===== src/rtl/waterbear_bus_arbiter.sv =====
// Memory-bus arbiter for the waterbear CPU: shares one fixed-latency single-port
// memory between instruction fetch and data load/store, data first, with a fetch starvation guard.
module waterbear_bus_arbiter #(
    parameter int AW         = 8,
    parameter int DW         = 8,
    parameter int MEM_LAT    = 1,
    parameter int STARVE_MAX = 3
) (
    input  logic          clk,
    input  logic          reset,
    input  logic          if_req,
    input  logic [AW-1:0] if_addr,
    output logic          if_gnt,
    output logic          if_valid,
    input  logic          d_req,
    input  logic          d_we,
    input  logic [AW-1:0] d_addr,
    input  logic [DW-1:0] d_wdata,
    output logic          d_gnt,
    output logic          d_valid,
    output logic [DW-1:0] rdata,
    output logic          mem_en,
    output logic          mem_we,
    output logic [AW-1:0] mem_addr,
    output logic [DW-1:0] mem_wdata,
    input  logic [DW-1:0] mem_rdata,
    output logic          busy
);

    typedef enum logic [1:0] {IDLE, ISSUE, WAIT, DONE} state_t;

    localparam logic [3:0] LAT4    = 4'(MEM_LAT);
    localparam logic [3:0] STARVE4 = 4'(STARVE_MAX);

    state_t        state_q, state_d;
    logic          own_d_q, own_d_d;   // 1 = data requester owns the access
    logic [AW-1:0] addr_q, addr_d;
    logic          we_q, we_d;
    logic [DW-1:0] wdata_q, wdata_d;
    logic [3:0]    starve_q, starve_d;
    logic [3:0]    cnt_q, cnt_d;
    logic [DW-1:0] rdata_q, rdata_d;
    logic          fetch_wins;

    always_ff @(posedge clk or posedge reset) begin
        if (reset) begin
            state_q  <= IDLE;
            own_d_q  <= 1'b0;
            addr_q   <= '0;
            we_q     <= 1'b0;
            wdata_q  <= '0;
            starve_q <= '0;
            cnt_q    <= '0;
            rdata_q  <= '0;
        end else begin
            state_q  <= state_d;
            own_d_q  <= own_d_d;
            addr_q   <= addr_d;
            we_q     <= we_d;
            wdata_q  <= wdata_d;
            starve_q <= starve_d;
            cnt_q    <= cnt_d;
            rdata_q  <= rdata_d;
        end
    end

    always_comb begin
        state_d    = state_q;
        own_d_d    = own_d_q;
        addr_d     = addr_q;
        we_d       = we_q;
        wdata_d    = wdata_q;
        starve_d   = starve_q;
        cnt_d      = cnt_q;
        rdata_d    = rdata_q;
        fetch_wins = if_req && (!d_req || starve_q == STARVE4);

        case (state_q)
            IDLE, DONE: begin
                if (if_req || d_req) begin
                    state_d = ISSUE;
                    own_d_d = !fetch_wins;
                    if (fetch_wins) begin
                        addr_d = if_addr;
                        we_d   = 1'b0;
                    end else begin
                        addr_d  = d_addr;
                        we_d    = d_we;
                        wdata_d = d_wdata;
                    end
                    // Only a pending fetch that loses accumulates starvation.
                    if (fetch_wins || !if_req)
                        starve_d = '0;
                    else if (starve_q < STARVE4)
                        starve_d = starve_q + 4'd1;
                end else begin
                    state_d = IDLE;
                end
            end
            ISSUE: begin
                state_d = WAIT;
                cnt_d   = LAT4;
            end
            WAIT: begin
                if (cnt_q == 4'd1) begin
                    state_d = DONE;
                    if (!we_q)
                        rdata_d = mem_rdata;
                end else begin
                    cnt_d = cnt_q - 4'd1;
                end
            end
            default: state_d = IDLE;
        endcase
    end

    // Strobes decode straight from the state register so reset kills them at once.
    assign mem_en    = (state_q == ISSUE);
    assign if_gnt    = mem_en && !own_d_q;
    assign d_gnt     = mem_en && own_d_q;
    assign if_valid  = (state_q == DONE) && !own_d_q;
    assign d_valid   = (state_q == DONE) && own_d_q;
    assign busy      = (state_q != IDLE);
    assign mem_we    = we_q;
    assign mem_addr  = addr_q;
    assign mem_wdata = wdata_q;
    assign rdata     = rdata_q;

endmodule


===== config.mk =====
export PLATFORM = sky130hd
export DESIGN_NAME = waterbear_bus_arbiter
export DESIGN_NICKNAME = d
export VERILOG_FILES = /design/src/rtl/waterbear_bus_arbiter.sv
export SDC_FILE = /design/constraint.sdc
export NUM_CORES = 1
export LEC_CHECK = 0
export CAP_MARGIN = 20
export CORE_MARGIN = 1
export CORE_UTILIZATION = 25
export CTS_CLUSTER_SIZE = 25
export DETAILED_ROUTE_END_ITERATION = 12
export PLACE_DENSITY_LB_ADDON = 0.25
export SKIP_LAST_GASP = 1
export SLEW_MARGIN = 20
export SYNTH_ARGS = -nofsm -noshare
export SYNTH_HDL_FRONTEND = slang
export SYNTH_SLANG_ARGS = --single-unit

===== constraint.sdc =====
create_clock -name clk -period 2.2 [get_ports clk]
set_clock_uncertainty 0.2 [all_clocks]
set_input_delay 0.55 -clock clk [delete_from_list [all_inputs] [get_ports clk]]
set_output_delay 0.55 -clock clk [all_outputs]
set_load 0.05 [all_outputs]

==> flow_metrics.py <==
metrics = {
    "global_routing": {
        "grt_pass1_wl_um": 6980,
        "grt.total_usage_pct": 12.3,
        "grt_max_degree": 37,
        "antenna_found_initial": 0,
        "grt_pass1_vias": 1461,
        "grt-ovfl-total": 0,
    },
    "clock_network": {
        "clkSlewWorstSetupHoldPaths_ns": 0.07,
        "cts-root-buf": "clkbuf_8",
        "htreeDepth": 2,
        "cts_sinks": 36,
        "cts_tree": "yes",
        "cts_buffers": 5,
        "cts.path.max_buffers": 2,
        "clkLatencyLatePin_ns": 0.28,
    },
    "finish": {
        "nNetsFinal": 277,
        "final_cell_mix": "buf_4 (37), dfrtp_1 (36), clkdlybuf4s50_1 (36)",
        "antenna_cells": 0,
        "layout_commonest_cell": "buf_4",
        "finish.utilization_pct": 41.2,
        "drive_gt1_share_pct": 32.2,
        "fin_area_sq_um": 2690,
        "area_delta_synth_final_pct": 55.2,
    },
    "outcome": {
        "run_status": "completed",
    },
    "setup_path": {
        "cp_slowest_stage_delay_ns": 0.40,
        "crit_family": "simple AND/OR/NAND/NOR gates",
        "path_buf_inv": 2,
        "worstSetupPathType": "reg2reg",
        "worstSetupEndpointType": "flop",
        "slowest_stage": "dfrtp_1",
        "required_ns": 2.17,
        "worstPathArrival_ns": 2.11,
        "start_kind": "flop",
        "cp_cell_sequence": "inv_1 > ha_1 > or3b_4 > or3_1 > buf_6 > mux2_4",
        "reg2reg_slack_ns": 0.06,
        "crit_fanout": 8,
    },
    "floorplan": {
        "die_x_um": 85.3,
        "start_util_pct": 26.6,
        "dieArea_sq_um": 7270,
        "die_h_um": 85.3,
        "coreArea_sq_um": 6530,
        "rows": 29,
        "io_pins": 68,
    },
    "timing": {
        "worstMarginPinSlew_ns": 0.506,
        "relSlewSlack_pct": 66.2,
        "drv_slew": 0,
        "timing.fmax_mhz": 466,
        "period_share_pct": 97.4,
        "fin_crit_ns": 2.14,
        "hold_violations": 0,
        "setup_viol": 0,
        "fin_hold_ws_ns": 0.289,
    },
    "routing": {
        "vias_per_cell": 4.48,
        "ant_nets": 0,
        "drcViolationCount": 0,
        "dr.pass1.iters": 4,
        "wl_um": 4190,
        "first_iter_violations": 45,
        "wire_per_inst_um": 13.5,
        "routed-via-count": 1390,
    },
    "pwr": {
        "pwr-share-clk_pct": 11.8,
        "switching_share_pct": 46.7,
        "leakagePower_nw": 1.25,
        "p_comb_share_pct": 62.2,
        "seq_power_share_pct": 26.0,
        "vdd_drop_max_v": 0.000452,
        "powerDensity_nw_per_um2": 1610,
        "p_int_mw": 2.31,
        "p_sw_mw": 2.02,
    },
    "synthesis": {
        "synth_warnings": 0,
        "syn_nets": 196,
        "netlist_area_sq_um": 1730,
        "synth_cell_types": 32,
        "ys_ff_latch": 36,
        "synthCells": 152,
        "synth-seq-area-share_pct": 51.9,
        "syn_avg_cell_area_sq_um": 11.4,
    },
    "placed_design": {
        "port_buffers": 67,
        "dp_hpwl_um": 2990,
        "place.gp.congestion": 0.737,
        "placed_area_sq_um": 2570,
    },
    "job": {
        "max_cap_violations": 0,
    },
    "worst_hold_path": {
        "holdCritPathClass": "reg2reg",
    },
}
[power by group through the flow]
stage | sequential (mW) | combinational, mW | clock (mW)
finish | 1.13 | 2.70 | 0.511
floorplan | 1.93 | 1.00 | 0
global route | 1.17 | 2.85 | 0.562
global placement | 1.13 | 2.68 | 0
detailed placement | 1.14 | 2.69 | 0
CTS | 1.13 | 2.70 | 0.532
[metrics by stage]
stage	setup slack [ns]	cells	TNS (ns)	power (mW)
floorplan	0.0271	152	0	2.94
global placement	-0.198	302	-1.76	3.81
detailed placement	-0.192	302	-1.67	3.83
CTS	0.0390	309	0	4.36
global route	-0.00106	310	-0.00106	4.58
finish	0.0563	310	0	4.33
[final cells by class]
class	instances	area, sq um
Clock buffer	7	96.3
Fill cell	636	3840
Inverter	10	37.5
Multi-Input combinational cell	100	791
Sequential cell	36	901
Tap cell	77	96.3
Timing Repair Buffer	80	769
[metal layers]
layer | GRT usage [%] | vias to the layer above | wire, um | part of all wire, %
met3 | 4.09 | 5 | 288 | 6.9
met5 | 0 | - | 0 | 0
met2 | 19.9 | 51 | 1950 | 47
met1 | 15.6 | 642 | 1910 | 46
met4 | 3.79 | 0 | 40 | 0.95
li1 | - | 692 | - | -
[sequential cells by signal (all words and copies together), names as in the netlist]
| signal | flops |
|---|---|
| mem_we | 1 |
| mem_addr | 8 |
| rdata | 8 |
| own_d_q | 1 |
| mem_wdata | 8 |
| state_q | 2 |
| cnt_q | 4 |
| starve_q | 4 |
[path summary, 6_finish.rpt]
check / start / endpoint / cells after the start
worst max-delay path: cnt_q[1]$_DFFE_PP0P_ / rdata[0]$_DFFE_PP0P_ / 6
worst min-delay path: starve_q[0]$_DFFE_PP0P_ / starve_q[0]$_DFFE_PP0P_ / 1
worst max register to register: cnt_q[1]$_DFFE_PP0P_ / rdata[0]$_DFFE_PP0P_ / 6
worst min register to register: starve_q[0]$_DFFE_PP0P_ / starve_q[0]$_DFFE_PP0P_ / 1
max in group asynchronous: reset / mem_addr[4]$_DFFE_PP0P_ / 3
min in group asynchronous: reset / rdata[2]$_DFFE_PP0P_ / 3
[logic make-up after synthesis]
group           Yosys count  synth area share, %
compound gates           28                 10.1
buf+inv                  16                 3.97
mux                      21                 15.1
xor+xnor                  1                0.505
flops                    36                 51.9
simple gates             43                 13.3
fa+ha+maj                 7                 5.05
[Yosys cell counts (all sizes together)]
library cell | n | area [sq um]
dfrtp | 36 | 901
mux2 | 17 | 221
nor2 | 11 | 43.8
inv | 10 | 37.5
nand3 | 10 | 50.1
o21ai | 10 | 50.1
a31oi | 8 | 50.1
ha | 7 | 87.6
nand2 | 5 | 18.8
nor2b | 5 | 31.3
clkbuf | 4 | 15.0
mux2i | 4 | 40.0
nand2b | 4 | 25.0
a21oi | 3 | 15.0
and2 | 2 | 12.5
buf | 2 | 16.3
o32ai | 2 | 17.5
a21o | 1 | 7.51
nand4bb | 1 | 11.3
nor3 | 1 | 5.00
nor4bb | 1 | 10.0
o211a | 1 | 10.0
o21ba | 1 | 10.0
o21bai | 1 | 7.51
o31ai | 1 | 7.51
or2 | 1 | 6.26
or3 | 1 | 6.26
or3b | 1 | 11.3
xnor2 | 1 | 8.76
[what timing repair did]
item / CTS / global route
hold buffers: 0 / 0
buffers inserted: 0 / 1
cloned: 0 / 0
resized for setup: 1 / 3
endpoints found under the setup margin: 2 / 17
No activity file was read; power rests on OpenSTA's default activity.
